**config.mk**
```make
export PLATFORM = sky130hd
export DESIGN_NAME = wm_pixel_writeback_flat
export DESIGN_NICKNAME = d
export VERILOG_FILES = /design/src/rtl/wm_pixel_writeback_if.sv /design/src/rtl/wm_pixel_writeback.sv /design/src/flat_wrapper.sv
export SDC_FILE = /design/constraint.sdc
export NUM_CORES = 1
export LEC_CHECK = 0
export BUFFER_PORTS_ARGS = -buffer_cell sky130_fd_sc_hd__buf_2
export CORE_UTILIZATION = 55
export DETAILED_ROUTE_END_ITERATION = 10
export GPL_ROUTABILITY_DRIVEN = 0
export PLACE_DENSITY = 0.84
export SYNTH_ARGS = -nofsm -noshare
export SYNTH_HDL_FRONTEND = slang
export SYNTH_SLANG_ARGS = --single-unit
export TNS_END_PERCENT = 50
```
**constraint.sdc**
```tcl
create_clock -name clk -period 9.5 [get_ports clk]
set_clock_uncertainty 0.2 [all_clocks]
set_input_delay 0.95 -clock clk [delete_from_list [all_inputs] [get_ports clk]]
set_output_delay 0.95 -clock clk [all_outputs]
set_load 0.005 [all_outputs]
```
**src/rtl/wm_pixel_writeback_if.sv**
```systemverilog
// Pixel-in / buffer-write bundle for the watermark pixel writeback stage.
// The slave side is the writeback block; the master side feeds it pixels.
interface wm_pixel_writeback_if #(
  parameter int Data_Depth      = 8,
  parameter int Amba_Addr_Depth = 20,
  parameter int Img_Depth       = 10
);
  logic                   start;
  logic [Img_Depth-1:0]   Np;
  logic [Data_Depth-1:0]  M;
  logic [Data_Depth-1:0]  Pixel_Data;
  logic                   new_pixel;
  logic                   wr_en;
  logic [Amba_Addr_Depth:0] wr_addr;
  logic [Data_Depth-1:0]  wr_data;
  logic                   block_done;
  logic                   image_done;
  logic                   err;

  modport master (
    output start, Np, M, Pixel_Data, new_pixel,
    input  wr_en, wr_addr, wr_data,
    input  block_done, image_done, err
  );

  modport slave (
    input  start, Np, M, Pixel_Data, new_pixel,
    output wr_en, wr_addr, wr_data,
    output block_done, image_done, err
  );
endinterface

```
**src/rtl/wm_pixel_writeback.sv**
```systemverilog
// Writes block-ordered modified pixels back to the output image
// buffer in raster order; derives Np/M and Np*M sequentially.
module wm_pixel_writeback #(
  parameter int Data_Depth      = 8,
  parameter int Amba_Addr_Depth = 20,
  parameter int Block_Depth     = 7,
  parameter int Img_Depth       = 10,
  parameter int Out_Base        = 0
) (
  input logic clk,
  input logic rst,
  wm_pixel_writeback_if.slave bus
);
  localparam int AW = Amba_Addr_Depth + 1;

  typedef enum logic [1:0] {
    IDLE, CALC, RUN, DONE
  } state_t;

  typedef enum logic [1:0] {
    C_CHK, C_DIV, C_MUL
  } phase_t;

  state_t state;
  phase_t phase;

  logic [AW-1:0] np_r, m_r, rem, npm;
  logic [Img_Depth-1:0] bpr;
  logic [Data_Depth-1:0] cnt;
  logic [AW-1:0] blkrow_base, blk_base;
  logic [AW-1:0] row_base, addr;
  logic [Block_Depth-1:0] col, row;
  logic [Img_Depth-1:0] blk_col, blk_row;

  logic [AW-1:0] col_n, row_n;
  logic [AW-1:0] bcol_n, brow_n;
  logic [AW-1:0] bpr_a, cnt_n;
  logic [AW-1:0] nxt_row, nxt_blk;
  logic [AW-1:0] nxt_brow;

  assign col_n    = AW'(col) + AW'(1);
  assign row_n    = AW'(row) + AW'(1);
  assign bcol_n   = AW'(blk_col) + AW'(1);
  assign brow_n   = AW'(blk_row) + AW'(1);
  assign bpr_a    = AW'(bpr);
  assign cnt_n    = AW'(cnt) + AW'(1);
  assign nxt_row  = row_base + np_r;
  assign nxt_blk  = blk_base + m_r;
  assign nxt_brow = blkrow_base + npm;

  always_ff @(posedge clk or posedge rst) begin
    if (rst) begin
      state          <= IDLE;
      phase          <= C_CHK;
      np_r           <= '0;
      m_r            <= '0;
      rem            <= '0;
      npm            <= '0;
      bpr            <= '0;
      cnt            <= '0;
      blkrow_base    <= '0;
      blk_base       <= '0;
      row_base       <= '0;
      addr           <= '0;
      col            <= '0;
      row            <= '0;
      blk_col        <= '0;
      blk_row        <= '0;
      bus.wr_en      <= 1'b0;
      bus.wr_addr    <= '0;
      bus.wr_data    <= '0;
      bus.block_done <= 1'b0;
      bus.image_done <= 1'b0;
      bus.err        <= 1'b0;
    end else begin
      bus.wr_en      <= 1'b0;
      bus.block_done <= 1'b0;
      if (bus.start) begin
        np_r           <= AW'(bus.Np);
        m_r            <= AW'(bus.M);
        bus.err        <= 1'b0;
        bus.image_done <= 1'b0;
        phase          <= C_CHK;
        state          <= CALC;
      end else begin
        unique case (state)
          IDLE: begin
            if (bus.new_pixel) bus.err <= 1'b1;
          end
          CALC: begin
            if (bus.new_pixel) bus.err <= 1'b1;
            unique case (phase)
              C_CHK: begin
                if (m_r == '0 || m_r > np_r) begin
                  bus.err        <= 1'b1;
                  bus.image_done <= 1'b1;
                  state          <= DONE;
                end else begin
                  rem   <= np_r;
                  bpr   <= '0;
                  phase <= C_DIV;
                end
              end
              C_DIV: begin
                if (rem >= m_r) begin
                  rem <= rem - m_r;
                  bpr <= bpr + 1'b1;
                end else if (rem != '0) begin
                  bus.err        <= 1'b1;
                  bus.image_done <= 1'b1;
                  state          <= DONE;
                end else begin
                  npm   <= '0;
                  cnt   <= '0;
                  phase <= C_MUL;
                end
              end
              C_MUL: begin
                npm <= npm + np_r;
                cnt <= cnt + 1'b1;
                // last addition: arm the walk at the image origin
                if (cnt_n == m_r) begin
                  blkrow_base <= AW'(Out_Base);
                  blk_base    <= AW'(Out_Base);
                  row_base    <= AW'(Out_Base);
                  addr        <= AW'(Out_Base);
                  col         <= '0;
                  row         <= '0;
                  blk_col     <= '0;
                  blk_row     <= '0;
                  state       <= RUN;
                end
              end
              default: phase <= C_CHK;
            endcase
          end
          RUN: begin
            if (bus.new_pixel) begin
              bus.wr_en   <= 1'b1;
              bus.wr_addr <= addr;
              bus.wr_data <= bus.Pixel_Data;
              if (col_n < m_r) begin
                col  <= col + 1'b1;
                addr <= addr + AW'(1);
              end else if (row_n < m_r) begin
                col      <= '0;
                row      <= row + 1'b1;
                row_base <= nxt_row;
                addr     <= nxt_row;
              end else begin
                col            <= '0;
                row            <= '0;
                bus.block_done <= 1'b1;
                if (bcol_n < bpr_a) begin
                  blk_col  <= blk_col + 1'b1;
                  blk_base <= nxt_blk;
                  row_base <= nxt_blk;
                  addr     <= nxt_blk;
                end else begin
                  blk_col     <= '0;
                  blk_row     <= blk_row + 1'b1;
                  blkrow_base <= nxt_brow;
                  blk_base    <= nxt_brow;
                  row_base    <= nxt_brow;
                  addr        <= nxt_brow;
                  if (brow_n == bpr_a) begin
                    bus.image_done <= 1'b1;
                    state          <= DONE;
                  end
                end
              end
            end
          end
          DONE: begin
            if (bus.new_pixel) bus.err <= 1'b1;
          end
          default: state <= IDLE;
        endcase
      end
    end
  end
endmodule
```
**src/flat_wrapper.sv**
```systemverilog
// flat-port wrapper written by rule: the top's interface ports become plain ports
module wm_pixel_writeback_flat 
#(
  parameter int Data_Depth      = 8,
  parameter int Amba_Addr_Depth = 20,
  parameter int Block_Depth     = 7,
  parameter int Img_Depth       = 10,
  parameter int Out_Base        = 0
)
  (clk, rst, bus_start, bus_Np, bus_M, bus_Pixel_Data, bus_new_pixel, bus_wr_en, bus_wr_addr, bus_wr_data, bus_block_done, bus_image_done, bus_err);
  wm_pixel_writeback_if #(.Data_Depth(Data_Depth), .Amba_Addr_Depth(Amba_Addr_Depth), .Img_Depth(Img_Depth)) bus_i ();
  input logic clk;
  input logic rst;
  input wire logic [$bits(bus_i.start)-1:0] bus_start;
  input wire logic [$bits(bus_i.Np)-1:0] bus_Np;
  input wire logic [$bits(bus_i.M)-1:0] bus_M;
  input wire logic [$bits(bus_i.Pixel_Data)-1:0] bus_Pixel_Data;
  input wire logic [$bits(bus_i.new_pixel)-1:0] bus_new_pixel;
  output wire logic [$bits(bus_i.wr_en)-1:0] bus_wr_en;
  output wire logic [$bits(bus_i.wr_addr)-1:0] bus_wr_addr;
  output wire logic [$bits(bus_i.wr_data)-1:0] bus_wr_data;
  output wire logic [$bits(bus_i.block_done)-1:0] bus_block_done;
  output wire logic [$bits(bus_i.image_done)-1:0] bus_image_done;
  output wire logic [$bits(bus_i.err)-1:0] bus_err;
  assign bus_i.start = bus_start;
  assign bus_i.Np = bus_Np;
  assign bus_i.M = bus_M;
  assign bus_i.Pixel_Data = bus_Pixel_Data;
  assign bus_i.new_pixel = bus_new_pixel;
  assign bus_wr_en = bus_i.wr_en;
  assign bus_wr_addr = bus_i.wr_addr;
  assign bus_wr_data = bus_i.wr_data;
  assign bus_block_done = bus_i.block_done;
  assign bus_image_done = bus_i.image_done;
  assign bus_err = bus_i.err;
  wm_pixel_writeback #(.Data_Depth(Data_Depth), .Amba_Addr_Depth(Amba_Addr_Depth), .Block_Depth(Block_Depth), .Img_Depth(Img_Depth), .Out_Base(Out_Base)) u_core (.clk(clk), .rst(rst), .bus(bus_i));
endmodule
```
# == Word level (Yosys, flattened, before mapping) ==
# Index checks and enable logic that the tools add are counted.
# classes
addsub,17
multipliers,0
div_mod_pow,0
order_cmp,5
n_eq_ne,32
shift,0
n_mux,96
bitwise_logic,1
reduce_logical,22
# op_table
op,n
21-bit two-way mux,19
21-bit one-hot mux with 2 select lines,6
10-bit two-way mux,12
10-bit one-hot mux with 2 select lines,3
7-bit two-way mux,7
21-bit by 10-bit adder with 21-bit output,2
21-bit by 8-bit less-than comparator with 1-bit output,2
"10-bit by 1-bit adder with 10-bit output, second input constant",3
2-bit two-way mux,15
7-bit one-hot mux with 2 select lines,2
"10-bit by 1-bit adder with 11-bit output, second input constant",2
1-bit two-way mux,22
"21-bit by 1-bit adder with 21-bit output, second input constant",1
21-bit adder,1
21-bit by 8-bit adder with 21-bit output,1
21-bit by 10-bit == test with 1-bit output,1
21-bit by 8-bit == test with 1-bit output,1
21-bit by 8-bit >= comparator with 1-bit output,1
21-bit zero test,1
21-bit by 10-bit less-than comparator with 1-bit output,1
"3-bit != test, second input constant",7
21-bit nonzero test,1
21-bit by 8-bit subtractor with 21-bit output,1
5-bit AND reduction,4
30 further kinds,57
# totals
regBits,233
latchBits,0
ramBits,0
romBits,0
input_bits,30
out_inout_bits,33
wordCells,195
memories,0

# == Depth between registers and ports, before layout ==
# logic_depth
depth_word,9
depth_mapped,17
ltp_nobuf,15

# == Worst setup path before layout ==
# Ideal clock, no wire load.
# synth_path
path_type,register to register
from,register u_core.blk_col[0]
to,register u_core.addr[10]
setup_ns,0.122
t_arrival_ns,2.887
t_required_ns,9.178
path_slack_ns,6.291
path_stages_with_launch,17
path_buffers,2
period_less_slack_ns,3.209
path_cell_list,dfrtp_1 ha_1 nand3_1 nor2_1 nand2_1 xnor2_1 ha_1 a21oi_1 o21ai_0 nand2_1 and3_1 clkbuf_1 buf_1 nand2_1 a31oi_1 o21ai_0 a32o_1
# synth_via
elab_chain_len,7
# synth_rtl
element,line,rtl
start: declaration,wm_pixel_writeback.sv:33,"logic [Img_Depth-1:0] blk_col, blk_row;"
start signal: assignment,wm_pixel_writeback.sv:155,blk_col <= blk_col + 1'b1;
10-bit by 1-bit adder with 11-bit output,wm_pixel_writeback.sv:43,assign bcol_n = AW'(blk_col) + AW'(1);
21-bit by 10-bit less-than comparator with 1-bit output,wm_pixel_writeback.sv:154,if (bcol_n < bpr_a) begin
21-bit two-way mux,wm_pixel_writeback.sv:154,
21-bit two-way mux,wm_pixel_writeback.sv:145,end else if (row_n < m_r) begin
21-bit two-way mux,wm_pixel_writeback.sv:142,if (col_n < m_r) begin
21-bit two-way mux,wm_pixel_writeback.sv:138,if (bus.new_pixel) begin
21-bit one-hot mux with 2 select lines,wm_pixel_writeback.sv:86,unique case (state)
end signal: assignment,wm_pixel_writeback.sv:144,addr <= addr + AW'(1);
end signal: assignment,wm_pixel_writeback.sv:149,addr <= nxt_row;
end signal: assignment,wm_pixel_writeback.sv:158,addr <= nxt_blk;
end: declaration,wm_pixel_writeback.sv:31,"logic [AW-1:0] row_base, addr;"
# No other way between the ends. The select of a mux whose other input is x is not followed.
# A chain may end at the register's enable or synchronous reset.

# == Worst setup path in the final report ==
# layout_path
from,register u_core.col[0]
to,register u_core.blk_row[4]
# layout_via
elab_chain_len,4
# layout_rtl
element,line,rtl
start: declaration,wm_pixel_writeback.sv:32,"logic [Block_Depth-1:0] col, row;"
start signal: assignment,wm_pixel_writeback.sv:143,col <= col + 1'b1;
7-bit by 1-bit adder with 8-bit output,wm_pixel_writeback.sv:41,assign col_n = AW'(col) + AW'(1);
21-bit by 8-bit less-than comparator with 1-bit output,wm_pixel_writeback.sv:142,
2-bit != test (no source line),-,
8-bit AND reduction (no source line),-,
end signal: assignment,wm_pixel_writeback.sv:161,blk_row <= blk_row + 1'b1;
end: declaration,wm_pixel_writeback.sv:33,
# No other way between the ends.

==> flow_summary.json <==
{
  "yosys.area.top_type": "dfrtp_1",
  "maxSlewViolCount": 0,
  "grt_max_degree": 90,
  "max_slew_margin_pct": 21.87,
  "wl_per_cell_um": 19.20,
  "rsz0062_at_grt": "no",
  "cp.arrival_ps": 5080,
  "synth_xor_area_share_pct": 6.641,
  "crit_path_top_delay_cell": "o21a_1",
  "setup_violations": 0,
  "r2r_setup_slack_ps": 4660,
  "numPortBuffers": 62,
  "die_x_um": 169.5,
  "tightest_slew_ps": 1172,
  "critPathBufInv": 1,
  "io_pins": 63,
  "start_util_pct": 56.62,
  "grt.overflow.total": 0,
  "drtPass1Iterations": 6,
  "worstSetupPathType": "flop to flop",
  "crit_required_ps": 9740,
  "crit_top_cell": "ha_1",
  "coreArea_um2": 27250,
  "grt_pass1_wl_mm": 69.15,
  "layout-drive-gt1-share_pct": 10.13,
  "synthTopCellsByArea": "dfrtp_1, ha_1, nand2_1",
  "postRouteAntennaNets": 0,
  "worstRegToRegCells": 14,
  "cts_buffers": 27,
  "synth_top_family_by_area": "simple AND/OR/NAND/NOR gates",
  "synthMuxAreaShare_pct": 3.730,
  "syn_inst": 1798,
  "cts_hold_buf": 0,
  "cts_tree": "built",
  "worstSkewPairLatency_ps": 550,
  "cp_cell_sequence": "ha_1 -> nand3_1 -> nor2_1 -> xor2_1 -> ha_1 -> a21o_1 -> a21oi_1 -> o21a_1 -> a22o_1 -> buf_4 -> nor2_4 -> nand2_1 -> o21ai_1 -> o31ai_1",
  "ys_seq_elements": 233,
  "routed_wl_mm": 42.77,
  "die_area_um2": 28730,
  "drt_iter0_markers": 1441,
  "yosysSeqAreaShare_pct": 37.79,
  "antenna_found_initial": 0,
  "worstSetupPathDepth": 14,
  "via_count": 14182,
  "cts_max_path_buffers": 3,
  "timing.critical_path.to": "u_core.blk_row[4]$_DFFE_PP0P_",
  "clock_sinks": 233,
  "timing.final.crit_period_ps": 4837,
  "clk_pin_slew_ps": 60,
  "clockRootBuffer": "clkbuf_16",
  "synth_top_area_share_pct": 37.79,
  "synthTopCellsByCount": "nand2_1, dfrtp_1, nor2_1, o21ai_0, a21oi_1",
  "postCtsResizedCells": 0,
  "drv_cap": 0,
  "leakage_nw": 7.840,
  "die-height_um": 169.5,
  "via_per_inst": 6.365,
  "syn_nets": 1933,
  "postCtsSetupRepairBufs": 0,
  "layout.cells.non_filler": 2228,
  "hold_class": "flop to flop",
  "hold_viol": 0,
  "max-vdd-ir-drop_mv": 0.2121,
  "r2r_end": "u_core.blk_row[4]$_DFFE_PP0P_",
  "rows": 60,
  "path_max_fanout": 34,
  "fmax_ghz": 0.2068,
  "endpoint_kind": "flop",
  "cp-start-kind": "flop",
  "ys_types": 82,
  "async_flop_share_pct": 100.0,
  "htree_levels": 1,
  "first_global_vias": 13399,
  "dp_hpwl_mm": 30.16,
  "drc": 0,
  "synth_area_per_cell_um2": 8.582,
  "r2r_start": "u_core.col[0]$_DFFE_PP0P_",
  "critPathMaxStageDelay_ps": 950,
  "synth-compound-area-share_pct": 18.93,
  "synth-simple-area-share_pct": 20.51,
  "final_nets": 1969,
  "min_path_cells": 2,
  "synth_most_common_cell": "nand2_1",
  "synth_area_um2": 15430,
  "postLayoutCoreUtil_pct": 62.31,
  "powerDensity_nw_per_um2": 214.4,
  "synth_enable_flop_cells": 0,
  "dp.cells": 2177,
  "fin_tns_setup_ps": 0,
  "startpoint": "u_core.col[0]$_DFFE_PP0P_",
  "outcome": "finished, final reports clean",
  "ys_warn_count": 0,
  "post-route-period-util_pct": 50.91,
  "synthAdderAreaFrac_pct": 8.823,
  "synthFlopType": "dfrtp_1",
  "crit_family": "compound AO/OA/AOI/OAI gates",
  "area_growth_pct": 10.06,
  "grt.total_usage_pct": 30.13
}
## how the worst min path moves through the flow
stage / start / end
6_report: u_core.bus.wr_addr[6]$_DFFE_PP0P_ / u_core.bus.wr_addr[6]$_DFFE_PP0P_
5_1_grt: u_core.bus.wr_addr[6]$_DFFE_PP0P_ / u_core.bus.wr_addr[6]$_DFFE_PP0P_
4_1_cts: u_core.bus.wr_addr[6]$_DFFE_PP0P_ / u_core.bus.wr_addr[6]$_DFFE_PP0P_
3_5_place_dp: u_core.bus.wr_addr[6]$_DFFE_PP0P_ / u_core.bus.wr_addr[6]$_DFFE_PP0P_
3_3_place_gp: u_core.bus.wr_addr[3]$_DFFE_PP0P_ / u_core.bus.wr_addr[3]$_DFFE_PP0P_
2_1_floorplan: u_core.blk_base[3]$_DFFE_PP0P_ / u_core.blk_base[3]$_DFFE_PP0P_
## worst register-to-register path, stage by stage, from the launching register on
cell and delay [ps]:
dfrtp_1 420, ha_1 250, nand3_1 140, nor2_1 150, xor2_1 190, ha_1 270, a21o_1 180, a21oi_1 210
o21a_1 950, a22o_1 270, buf_4 340, nor2_4 180, nand2_1 710, o21ai_1 160, o31ai_1 100
## sequential cells by signal, indices dropped and copies added (netlist names), 21 cells and up
name and count:
u_core.addr 21, u_core.blk_base 21, u_core.blkrow_base 21, u_core.bus.wr_addr 21
u_core.npm 21, u_core.rem 21, u_core.row_base 21
## power by group
group / internal (mW) / switching, mW / leakage, nW / total, mW
Clock: 0.649 / 0.431 / 0.459 / 1.08
Sequential: 1.12 / 0.148 / 3.17 / 1.27
Combinational: 0.450 / 0.839 / 4.21 / 1.29
Total: 2.22 / 1.42 / 7.84 / 3.64
## layout by cell type (no fill, tap or decap), types with 17 or more instances in the layout
cell       instances
ha_1             100
nand2_1          268
o21ai_1           58
nor2_1           140
and3_1            30
mux2_2            36
nor3_1            39
o31ai_1           28
buf_2             62
dfrtp_1          233
o21ai_0          119
clkbuf_16         27
xor2_1            48
nand4_1           18
nand3_1           80
inv_1             63
a21oi_1          102
xnor2_1           69
a21o_1            24
buf_4             19
mux2i_1           17
## kinds of logic after synthesis
group	after synthesis
mux	53
simple gates	679
fa+ha+maj	106
buf+inv	139
compound gates	471
flops	233
xor+xnor	117
## per-stage QoR
step	setup WS, ps	total power, mW	hold WS [ps]	area, µm²
after floorplan	1960	2.190	245.3	15430
after global placement	4930	2.479	262.2	16050
after detailed placement	4805	2.530	264.5	16050
after CTS	4767	3.619	280.8	16970
after global routing	4343	3.831	297.7	16980
final	4663	3.641	278.5	16980
## area by class of cell
| type | count | area, µm² |
|---|---|---|
| Clock inverter | 13 | 146.4 |
| Inverter | 65 | 251.5 |
| Tap cell | 372 | 465.4 |
| Multi-Input combinational cell | 1426 | 9059 |
| Timing Repair Buffer | 81 | 452.9 |
| Antenna cell | 1 | 2.502 |
| Clock buffer | 37 | 773.2 |
| Sequential cell | 233 | 5831 |
| Fill cell | 2160 | 10270 |
## per-layer routing
metal | wire (µm) | vias to the layer above | GRT usage [%] | share of wire (%)
met3 | 3566 | 164 | 4.221 | 8.3
met1 | 17370 | 6751 | 40.57 | 41
li1 | - | 6514 | - | -
met5 | 0 | - | 0 | 0
met2 | 19760 | 753 | 47.84 | 46
met4 | 2073 | 0 | 14.85 | 4.8
Note: power is estimated with default switching activity, not from simulation.
